## config.mk

```make
export PLATFORM = sky130hd
export DESIGN_NAME = bash_line_port
export DESIGN_NICKNAME = d
export VERILOG_FILES = /design/src/rtl/bash_io_pkg.sv /design/src/rtl/line_buffer.sv /design/src/rtl/bash_line_port.sv
export SDC_FILE = /design/constraint.sdc
export NUM_CORES = 1
export LEC_CHECK = 0
export ABC_CLOCK_PERIOD_IN_PS = 4700
export BUFFER_PORTS_ARGS = -buffer_cell sky130_fd_sc_hd__buf_4
export CORE_MARGIN = 2
export CORE_UTILIZATION = 60
export DETAILED_ROUTE_END_ITERATION = 7
export PLACE_DENSITY = 0.78
export SLEW_MARGIN = 40
export SYNTH_ARGS = -nofsm -noshare
export SYNTH_HDL_FRONTEND = slang
export SYNTH_SLANG_ARGS = --single-unit
```

## constraint.sdc

```tcl
create_clock -name clk -period 4.7 [get_ports clk]
set_input_delay 0.235 -clock clk [delete_from_list [all_inputs] [get_ports clk]]
set_output_delay 0.235 -clock clk [all_outputs]
set_load 0.01 [all_outputs]
```

## src/rtl/bash_io_pkg.sv

```systemverilog
// Shared constants, buffer geometry and state encoding for the line port.
package bash_io_pkg;

  localparam logic [7:0] ASCII_NUL = 8'h00;
  localparam logic [7:0] ASCII_BS  = 8'h08;
  localparam logic [7:0] ASCII_CR  = 8'h0D;

  localparam int LINE_MAX_DEF = 31;
  localparam int BUF_AW       = 5;
  localparam int BUF_DEPTH    = 32;

  typedef enum logic [1:0] {
    ST_IDLE = 2'd0,
    ST_SEND = 2'd1,
    ST_RECV = 2'd2,
    ST_ACK  = 2'd3
  } state_t;

  // Anything that is not a control code we act on goes into the line.
  function automatic logic is_printable(input logic [7:0] c);
    return (c != ASCII_NUL) && (c != ASCII_BS) && (c != ASCII_CR);
  endfunction

endpackage

```

## src/rtl/line_buffer.sv

```systemverilog
// 32x8 character store: one synchronous write port, one asynchronous read port.
module line_buffer
  import bash_io_pkg::*;
(
  input  logic              clk,
  input  logic              i_we,
  input  logic [BUF_AW-1:0] i_waddr,
  input  logic [7:0]        i_wdata,
  input  logic [BUF_AW-1:0] i_raddr,
  output logic [7:0]        o_rdata
);

  logic [7:0] r_mem [0:BUF_DEPTH-1];

  // Contents need no reset; only indices below the line length are ever read.
  always_ff @(posedge clk) begin
    if (i_we) r_mem[i_waddr] <= i_wdata;
  end

  assign o_rdata = r_mem[i_raddr];

endmodule

```

## src/rtl/bash_line_port.sv

```systemverilog
// Line editor between keyboard, text screen and a command application.
//
// Handshakes (all sampled on posedge clk):
//   keyboard : a key is taken in a cycle with kbd_valid=1 and kbd_ready=1.
//   screen   : scr_we/scr_ascii are held until a cycle with scr_busy=0 takes them.
//   line out : out_newASCII_ready=1 presents lineOut; lineOut_nextASCII=1 consumes
//              one character, the trailing 0x00 terminator ends the transfer.
//   line in  : lineIn_nextASCII=1 consumes lineIn; never asserted two cycles running.
module bash_line_port
  import bash_io_pkg::*;
#(
  parameter int LINE_MAX = LINE_MAX_DEF
) (
  input  logic       clk,
  input  logic       rst_n,
  input  logic       kbd_valid,
  input  logic [7:0] kbd_ascii,
  output logic       kbd_ready,
  output logic       out_newASCII_ready,
  output logic [5:0] out_lineLen,
  output logic [7:0] lineOut,
  input  logic       lineOut_nextASCII,
  input  logic       in_newASCII_ready,
  input  logic [7:0] lineIn,
  output logic       lineIn_nextASCII,
  input  logic       in_solved,
  output logic       out_solved,
  output logic       scr_we,
  output logic [7:0] scr_ascii,
  input  logic       scr_busy,
  output state_t     o_dbg_state
);

  localparam logic [5:0] LEN_MAX = 6'(LINE_MAX);

  state_t     r_state, w_state_nx;
  logic       r_out_en;
  logic [5:0] r_len, w_len_nx;
  logic [5:0] r_rd_idx, w_rd_idx_nx;
  logic [5:0] r_line_len, w_line_len_nx;
  logic       r_scr_we;
  logic [7:0] r_scr_ascii;
  logic       w_scr_load;
  logic [7:0] w_scr_data;
  logic       r_solved, w_solved_nx;
  logic       r_ack_done, w_ack_done_nx;
  logic       r_prev_next;
  logic       w_recv_fire;
  logic       w_buf_we;
  logic [7:0] w_rd_data;
  logic       w_kbd_take;
  logic       w_scr_free;
  logic       w_rd_in_range;

  line_buffer u_buf (
    .clk     (clk),
    .i_we    (w_buf_we),
    .i_waddr (r_len[BUF_AW-1:0]),
    .i_wdata (kbd_ascii),
    .i_raddr (r_rd_idx[BUF_AW-1:0]),
    .o_rdata (w_rd_data)
  );

  // r_out_en holds keyboard ready low until the first edge after reset release.
  assign kbd_ready          = r_out_en && (r_state == ST_IDLE) && !scr_busy;
  assign w_kbd_take         = kbd_valid && kbd_ready;
  assign w_scr_free         = !r_scr_we || !scr_busy;
  assign w_rd_in_range      = (r_rd_idx < r_line_len);
  assign out_newASCII_ready = (r_state == ST_SEND);
  assign out_lineLen        = r_line_len;
  assign lineOut            = (out_newASCII_ready && w_rd_in_range) ? w_rd_data : ASCII_NUL;
  assign lineIn_nextASCII   = w_recv_fire;
  assign out_solved         = r_solved;
  assign scr_we             = r_scr_we || w_recv_fire;
  assign scr_ascii          = w_recv_fire ? lineIn : r_scr_ascii;
  assign o_dbg_state        = r_state;

  // State register.
  always_ff @(posedge clk or negedge rst_n) begin
    if (!rst_n) r_state <= ST_IDLE;
    else        r_state <= w_state_nx;
  end

  // Next-state and datapath control for editing, sending, receiving and ack.
  always_comb begin
    w_state_nx    = r_state;
    w_len_nx      = r_len;
    w_rd_idx_nx   = r_rd_idx;
    w_line_len_nx = r_line_len;
    w_scr_load    = 1'b0;
    w_scr_data    = r_scr_ascii;
    w_solved_nx   = 1'b0;
    w_ack_done_nx = r_ack_done;
    w_recv_fire   = 1'b0;
    w_buf_we      = 1'b0;
    unique case (r_state)
      ST_IDLE: begin
        if (w_kbd_take) begin
          if (kbd_ascii == ASCII_CR) begin
            w_scr_load    = 1'b1;
            w_scr_data    = ASCII_CR;
            w_line_len_nx = r_len;
            w_rd_idx_nx   = 6'd0;
            w_state_nx    = ST_SEND;
          end else if (kbd_ascii == ASCII_BS) begin
            if (r_len != 6'd0) begin
              w_len_nx   = r_len - 6'd1;
              w_scr_load = 1'b1;
              w_scr_data = ASCII_BS;
            end
          end else if (is_printable(kbd_ascii) && (r_len < LEN_MAX)) begin
            w_buf_we   = 1'b1;
            w_len_nx   = r_len + 6'd1;
            w_scr_load = 1'b1;
            w_scr_data = kbd_ascii;
          end
        end
      end
      ST_SEND: begin
        if (lineOut_nextASCII) begin
          if (w_rd_in_range) begin
            w_rd_idx_nx = r_rd_idx + 6'd1;
          end else begin
            w_len_nx   = 6'd0;
            w_state_nx = ST_RECV;
          end
        end
      end
      ST_RECV: begin
        // A pending echo keeps the screen port, so a new character waits for it.
        w_recv_fire = in_newASCII_ready && (lineIn != ASCII_NUL) && !scr_busy &&
                      !r_prev_next && !r_scr_we;
        if (in_solved) begin
          w_solved_nx   = 1'b1;
          w_ack_done_nx = 1'b0;
          w_state_nx    = ST_ACK;
        end
      end
      ST_ACK: begin
        if (!r_ack_done) begin
          if (w_scr_free) begin
            w_scr_load    = 1'b1;
            w_scr_data    = ASCII_CR;
            w_ack_done_nx = 1'b1;
          end
        end else if (w_scr_free && !in_solved) begin
          w_state_nx = ST_IDLE;
        end
      end
      default: w_state_nx = ST_IDLE;
    endcase
  end

  // Datapath registers: line length, read index, screen write holding, pulses.
  always_ff @(posedge clk or negedge rst_n) begin
    if (!rst_n) begin
      r_out_en    <= 1'b0;
      r_len       <= 6'd0;
      r_rd_idx    <= 6'd0;
      r_line_len  <= 6'd0;
      r_scr_we    <= 1'b0;
      r_scr_ascii <= 8'h00;
      r_solved    <= 1'b0;
      r_ack_done  <= 1'b0;
      r_prev_next <= 1'b0;
    end else begin
      r_out_en    <= 1'b1;
      r_len       <= w_len_nx;
      r_rd_idx    <= w_rd_idx_nx;
      r_line_len  <= w_line_len_nx;
      r_solved    <= w_solved_nx;
      r_ack_done  <= w_ack_done_nx;
      r_prev_next <= w_recv_fire;
      if (w_scr_load) begin
        r_scr_we    <= 1'b1;
        r_scr_ascii <= w_scr_data;
      end else if (r_scr_we && !scr_busy) begin
        r_scr_we <= 1'b0;
      end
    end
  end

endmodule

```

==> out/summary.md, run 1 <==
## Clock tree
* Worst-Skew Late Latency: 0.53 ns
* Max Root-Sink Buffers: 3
* post-cts resize count: 0
* number of buffers created by CTS: 28
* clock-pin slew on the worst setup and hold paths: 0.06 ns
* number of clock sinks: 289
* H-Tree Depth: 1
* cell at the root of the clock tree: clkbuf_16
* CTS tree: built
* count of buffers added by post-CTS timing repair for setup: 0

## Job
* Max-cap violations: 0

## Critical path
* worst setup path class: reg -> out
* nature of the critical path startpoint: register
* maximum fanout encountered on the critical timing path: 36
* worst reg2reg setup slack: 1.57 ns
* data required time of the worst path: 4.47 ns
* Arr. time, crit path: 3.37 ns
* critical path capture point type: output pin

## Final layout
* core utilization of the finished layout: 68.5%
* share of final-layout standard cells stronger than drive strength 1: 27.1%
* antenna fix cells: 0
* synthesis-to-finish area growth: 13.1%
* most common cell after layout, fill and taps aside: edfxtp_1
* most frequent cells in the layout: 256 x edfxtp_1, 73 x mux4_2, 53 x buf_4, 33 x nor2_1, 31 x dfrtp_1
* net count of the finished layout: 763
* count of non-filler cells in the finished layout: 1016

## Global route
* via count of the first global-routing pass: 6588
* All-Layer GR Usage: 25.4%
* maximum number of pins on one net before global-route repair: 69
* remaining global-route overflow: 0
* antenna violations before repair: 0
* first-pass GRT wire length: 40800 µm

## Placement
* Placed Instances: 962
* Final Wtd Congestion: 0.806
* Place WS: 1.58 ns
* I/O Buffers: 51
* final HPWL from detailed placement: 16300 µm

## Route
* sum of met3 wire segment lengths after detailed routing: 1890 µm
* post-detailed-route wirelength per cell: 26.2 µm
* wire length on met2: 13500 µm
* total DRC errors in the routed layout: 0
* routed length on met1: 10800 µm
* count of TritonRoute iterations in the first routing pass: 5
* highest metal layer used by the detailed router: met4
* number of vias in the routed layout: 6517
* post-detailed-route count of antenna-violating nets: 0
* Vias/cell: 6.41
* total routed wirelength: 26600 µm
* Iter 0 DRT Violations: 727

## Power and ir drop
* net switching fraction of the power: 24.6%
* part of the power in combinational logic: 13.3%
* worst IR drop on VDD: 0.000378 V
* cell leakage power: 0.00452 µW
* Clk network pwr share: 36.4%
* Power Dens Cells: 427 mW/mm²
* switching power of the nets: 1440 µW
* cell internal power dissipation: 4410 µW
* fraction of power consumed by sequential logic: 50.3%

## STA
* Max Freq: 0.278 GHz
* time the final worst path needs with I/O delays and setup: 3.60 ns
* setup violation total in the final timing report: 0
* least setup slack across all paths after layout: 1.10 ns
* RSZ-0062 raised after global routing: false
* clk_skew: 0.0113 ns
* final count of hold timing violations: 0
* smallest hold slack: 0.0248 ns
* aggregate negative setup slack: 0 ns
* final critical-path share of the clock period: 76.7%
* measured slew at the worst slew-check pin: 0.860 ns
* number of max-slew violations in the final report: 0
* tightest slew margin relative to the limit: 42.5%

## Synthesis
* post-synthesis cell type count: 68
* post-synthesis share of cell area spent on full adders, half adders and majority gates: 1.71%
* total of flip-flops plus latches after synthesis: 289
* per-instance average area after synthesis: 18.2 µm²
* cell count after synthesis: 666
* post-synthesis cell type with the largest combined area: edfxtp_1
* post-synth design cell area: 0.0121 mm²
* multiplexer fraction of the synthesized cell area: 15.7%
* top cells by area in the synthesized netlist: edfxtp_1 63%, mux4_2 14%, dfrtp_1 6.8%
* compound-cell area share of the yosys netlist: 4.97%
* Seq/Total Area, Yosys: 70.2%
* Yosys warnings: 0
* Post-synth ARST share: 11.4%
* combinational family with the most area after synthesis: multiplexers
* top-area cell type share of the netlist area: 63.3%
* Post-Synth Simple-Gate Area: 5.19%
* parity-gate share of the synthesized area counting xor and xnor cells: 0.289%
* number of flops mapped to enable cells by yosys: 256
* main flop type after synthesis: edfxtp_1

## Floorplanning
* floorplan die height: 146 µm
* number of cell rows: 52
* area of the die: 0.0214 mm²
* die span in x: 146 µm
* Top Ports: 52
* starting utilization of the core area: 60.6%
* Floorplan Core Area: 0.0200 mm²

## Min path
* type of the worst min-delay path: in -> reg

## Run status
* result of the run: completed

cell type report:
cell class | count | area [µm²]
Clock buffer | 38 | 759
Clock inverter | 14 | 115
Fill cell | 1322 | 6310
Inverter | 19 | 71.3
Multi-Input combinational cell | 329 | 3470
Sequential cell | 289 | 8520
Tap cell | 270 | 338
Timing Repair Buffer | 57 | 449
critical path, cell delays in order (launching register included):
cell and delay, ns:
dfrtp_4 0.87, buf_12 0.37, mux4_2 0.54, nor2b_1 0.14, a211oi_1 0.39, a21oi_1 0.10
a22o_1 0.24, buf_4 0.14
synth_stat cells, drive strengths merged (8+ instances only):
cell / n
a211oi: 8
a21oi: 15
a22o: 12
buf: 18
clkbuf: 18
dfrtp: 33
edfxtp: 256
ha: 15
inv: 19
mux2: 10
mux2i: 15
mux4: 73
nand2: 22
nor2: 49
nor2b: 10
o21ai: 12
repair_timing:
item,CTS,global route
setup endpoints to repair,0,0
hold buffers,2,0
endpoints found under the hold margin,34,0
sequential cells by signal (all words and copies together) (netlist names):
| register | cells |
|---|---|
| r_out_en | 1 |
| r_scr_ascii | 8 |
| out_solved | 1 |
| r_scr_we | 1 |
| r_prev_next | 1 |
| o_dbg_state | 2 |
| r_ack_done | 1 |
| out_lineLen | 6 |
| r_len | 6 |
| r_rd_idx | 6 |
| u_buf.r_mem | 256 |
power groups by stage:
| stage | Clock (µW) | Combinational [µW] | Sequential, µW |
|---|---|---|---|
| 3_5_place_dp | 0 | 756 | 2990 |
| 6_report | 2130 | 778 | 2940 |
| 4_1_cts | 2150 | 767 | 2940 |
| 5_1_grt | 2250 | 842 | 2950 |
| 3_3_place_gp | 0 | 724 | 2980 |
| 2_1_floorplan | 0 | 546 | 2950 |
routing by layer:
metal	vias to the layer above	global-route usage, %
met5	-	0
met2	323	42.2
met1	3366	37.8
li1	2783	-
met3	45	3.06
met4	0	4.56
metrics by stage:
stage / instance area, µm² / power, µW
after floorplan: 12200 / 3490
after global placement: 12800 / 3710
after detailed placement: 12800 / 3750
after CTS: 13700 / 5860
after global routing: 13700 / 6050
final: 13700 / 5850
path summary, 6_finish.rpt:
kind                                                 to  cells after the start                        from
max                                          lineOut[5]                      7     r_rd_idx[0]$_DFFE_PN0P_
min                                r_scr_we$_DFFE_PN0P_                      3                    scr_busy
max reg2reg                u_buf.r_mem[30][3]$_DFFE_PP_                      6  o_dbg_state[0]$_DFFE_PN0P_
min reg2reg                  r_scr_ascii[1]$_DFFE_PN0P_                      1  r_scr_ascii[1]$_DFFE_PN0P_
max in group asynchronous       r_rd_idx[0]$_DFFE_PN0P_                      2                       rst_n
min in group asynchronous          r_len[2]$_DFFE_PN0P_                      2                       rst_n
logic make-up after synthesis:
logic type,count (synthesis)
flops,289
simple gates,123
mux,98
compound gates,79
buf+inv,55
fa+ha+maj,16
xor+xnor,4
other cells,2
Power figures use the tool's default switching activity.
==> run 2: changes to the inputs <==
--- a/config.mk
+++ b/config.mk
@@ -5,7 +5,8 @@
 export SDC_FILE = /design/constraint.sdc
 export NUM_CORES = 1
 export LEC_CHECK = 0
-export ABC_CLOCK_PERIOD_IN_PS = 4700
+export ABC_AREA = 1
+export ABC_CLOCK_PERIOD_IN_PS = 3590
 export BUFFER_PORTS_ARGS = -buffer_cell sky130_fd_sc_hd__buf_4
 export CORE_MARGIN = 2
 export CORE_UTILIZATION = 60
==> constraint.sdc (replaced) <==
create_clock -name clk -period 3.59 [get_ports clk]
set_input_delay 0.1795 -clock clk [delete_from_list [all_inputs] [get_ports clk]]
set_output_delay 0.1795 -clock clk [all_outputs]
set_load 0.01 [all_outputs]
==> run 2 against run 1 <==
  * Wire length up 12%
  * Die area up 2.8%
  * Synthesized area up 2.9%
  * Hold slack worse by 0.0079 ns
  * Flip-flop and latch count unchanged
  * Utilization up 1.6 points
  * Clock-buffer cell count unchanged
  * Global-route usage up 2.1 points
  * Sequential share of layout area down 2.2 points
==> out/summary.md, run 2 <==
## Run status
* result of the run: completed

## Clock tree
* hold bufs inserted after CTS: 3, +1
* post-cts resize count: 0, unchanged
* Max Root-Sink Buffers: 3, unchanged
* count of buffers added by post-CTS timing repair for setup: 0, unchanged
* cell at the root of the clock tree: clkbuf_16
* Worst-Skew Late Latency: 0.55 ns, +0.02 ns
* CTS tree: built
* H-Tree Depth: 1, unchanged
* number of clock sinks: 289, unchanged
* number of buffers created by CTS: 29, +3.6%
* clock-pin slew on the worst setup and hold paths: 0.06 ns, about the same

## Synthesis
* per-instance average area after synthesis: 11.4 µm², -38%
* main flop type after synthesis: edfxtp_1
* cell count after synthesis: 1097, +65%
* post-synthesis cell type count: 42, -38%
* Seq/Total Area, Yosys: 68.2%, -2.0 points
* top-area cell type share of the netlist area: 61.6%, -1.8 points
* Yosys warnings: 0, unchanged
* Synth top cells by count: 281 x nand2_1, 256 x edfxtp_1, 89 x nor2_1
* number of flops mapped to enable cells by yosys: 256, unchanged
* post-synthesis cell type with the largest combined area: edfxtp_1
* Post-synth ARST share: 11.4%, unchanged
* total of flip-flops plus latches after synthesis: 289, unchanged
* top cells by area in the synthesized netlist: edfxtp_1 62%, nand2_1 8.4%, dfrtp_1 6.6%
* most instantiated library cell after synthesis: nand2_1
* post-synth design cell area: 0.0125 mm², +2.9%

## Critical path
* data required time of the worst path: 3.41 ns, -1.06 ns
* critical path capture point type: output pin
* number of buffers and inverters on the critical path: 3, +1
* Arr. time, crit path: 3.03 ns, -0.34 ns
* sequence of cells on the critical path: inv_2 -> buf_12 -> o21ai_0 -> o221ai_1 -> nand3_1 -> nand3_1 -> nand2_1 -> nor2_1 -> buf_4
* nature of the critical path startpoint: register
* cell depth of the worst setup path: 9, +2
* maximum fanout encountered on the critical timing path: 77, +110%
* library cell contributing the largest single delay on the critical path: dfrtp_2
* top cell family by delay on the critical path: flip-flops
* Crit path top cell by count: nand3_1
* number of cells traversed by the worst register-to-register path: 8, +2
* worst setup path class: reg -> out
* highest cell delay on the worst timing path: 0.71 ns, -0.16 ns

## Global route
* first-pass GRT wire length: 46000 µm, +13%
* antenna violations before repair: 0, unchanged
* via count of the first global-routing pass: 8391, +27%
* maximum number of pins on one net before global-route repair: 78, +13%
* All-Layer GR Usage: 27.5%, +2.1 points
* remaining global-route overflow: 0, unchanged

## Route
* total DRC errors in the routed layout: 0, unchanged
* post-detailed-route wirelength per cell: 20.4 µm, -22%
* total routed wirelength: 29800 µm, +12%
* post-detailed-route count of antenna-violating nets: 0, unchanged
* number of vias in the routed layout: 8804, +35%
* count of TritonRoute iterations in the first routing pass: 5, unchanged
* Iter 0 DRT Violations: 930, +28%
* Vias/cell: 6.03, -5.9%

## Floorplanning
* Top Ports: 52, unchanged
* number of cell rows: 52, unchanged
* area of the die: 0.0220 mm², +2.8%
* starting utilization of the core area: 61.5%, +0.97 points
* Floorplan Core Area: 0.0203 mm², +1.3%
* floorplan die height: 148 µm, +1.4%
* die span in x: 148 µm, +1.4%

## Power and ir drop
* cell leakage power: 0.00547 µW, +21%
* Power Dens Cells: 720 mW/mm², +69%
* worst IR drop on VDD: 0.000652 V, +72%

## Final layout
* most frequent cells in the layout: 281 x nand2_1, 256 x edfxtp_1, 88 x nor2_1, 87 x a21oi_1, 82 x buf_4
* synthesis-to-finish area growth: 13.9%
* biggest registers after layout: u_buf.r_mem (256), r_scr_ascii (8)
* Layout Cell Area excl Fill: 0.0142 mm², +3.7%
* antenna fix cells: 0, unchanged
* register ranked first by flip-flop count: u_buf.r_mem
* net count of the finished layout: 1206, +58%
* most common cell after layout, fill and taps aside: nand2_1
* share of final-layout standard cells stronger than drive strength 1: 13.1%, -14 points
* filler cell count in the final layout: 1422, +7.6%
* flip-flop count of the largest register after layout: 256, unchanged

## STA
* clk_skew: 0.0140 ns, +0.00261 ns
* time the final worst path needs with I/O delays and setup: 3.21 ns
* Max Freq: 0.312 GHz
* least setup slack across all paths after layout: 0.380 ns, -0.717 ns
* tightest slew margin relative to the limit: 43.1%, +0.60 points
* number of max-slew violations in the final report: 0, unchanged
* aggregate negative setup slack: 0 ns, unchanged
* final critical-path share of the clock period: 89.4%
* measured slew at the worst slew-check pin: 0.854 ns, -0.00578 ns
* setup violation total in the final timing report: 0, unchanged
* RSZ-0062 raised after global routing: false
* final count of hold timing violations: 0, unchanged

## Placement
* Final Wtd Congestion: 0.828, +2.8%
* I/O Buffers: 51, unchanged
* final HPWL from detailed placement: 17600 µm, +8.1%
* total cell area at the placement stage: 0.0132 mm², +3.3%
* Place WS: 0.711 ns, -0.872 ns

## Min path
* type of the worst min-delay path: in -> reg
* depth of the worst hold-timing path: 3, unchanged

## Job
* Max-cap violations: 0, unchanged

-- run 2: metal layers --
layer | vias up | global-route usage (%) | share of wire (%)
li1 | 4002 | - | -
met1 | 4254 | 38.6 | 40
met2 | 469 | 44.1 | 48
met3 | 79 | 4.82 | 9.6
met4 | 0 | 9.48 | 3.0
met5 | - | 0 | 0
-- run 2: worst reg2reg max path, cell delays in order (launching register included) --
cell	delay [ns]
dfrtp_1	0.44
inv_1	0.14
ha_1	0.31
nand2_2	0.10
nor2_4	0.10
nand2_2	0.07
nor2_1	0.24
nand3_1	0.49
nor2_1	0.74
-- run 2: worst paths after layout --
kind                                             from                           end  slack [ns]
max                           r_rd_idx[1]$_DFFE_PN0P_                    lineOut[6]        0.38
min reg2reg                r_scr_ascii[3]$_DFFE_PN0P_    r_scr_ascii[3]$_DFFE_PN0P_        0.47
max reg2reg                o_dbg_state[0]$_DFFE_PN0P_  u_buf.r_mem[30][4]$_DFFE_PP_        0.60
min                                         lineIn[2]         r_prev_next$_DFF_PN0_        0.02
min in group asynchronous                       rst_n          r_scr_we$_DFFE_PN0P_        0.12
max in group asynchronous                       rst_n       r_rd_idx[0]$_DFFE_PN0P_        3.13
-- run 2: metrics by stage --
step                      total power [µW]  utilization, %  hold slack (ns)  cells
after global routing                 10700            70.1           0.0622   1459
after floorplan                       6160               -           -0.116   1104
after CTS                            10200            70.1           0.0206   1459
final                                10200            70.1           0.0169   1459
after detailed placement              7150            65.1            0.148   1403
after global placement                7070            65.1            0.146   1403
-- run 2: cell type report --
type | count | area (µm²) | area share [%]
flip-flops and latches | 289 | 8520 | 59.9
multi-input cells | 707 | 3520 | 24.7
clock buffers | 38 | 810 | 5.69
repair buffers | 86 | 666 | 4.68
well taps | 270 | 338 | 2.37
inverters | 54 | 206 | 1.45
clock inverters | 15 | 175 | 1.23
-- run 2: logic make-up after synthesis --
| kind of cell | share of synthesized area [%] |
|---|---|
| AND/OR/NAND/NOR | 15.6 |
| flip-flops | 68.2 |
| AO/OA/AOI/OAI | 10.0 |
| buffers and inverters | 3.92 |
| adder cells (fa/ha/maj) | 1.66 |
| XOR/XNOR | 0.531 |
| other | 0.0601 |
-- run 2: report_power, final --
part / internal, µW / switching, µW
Sequential: 3800 / 217
Clock: 1860 / 1220
Combinational: 1050 / 2090
Total: 6720 / 3530
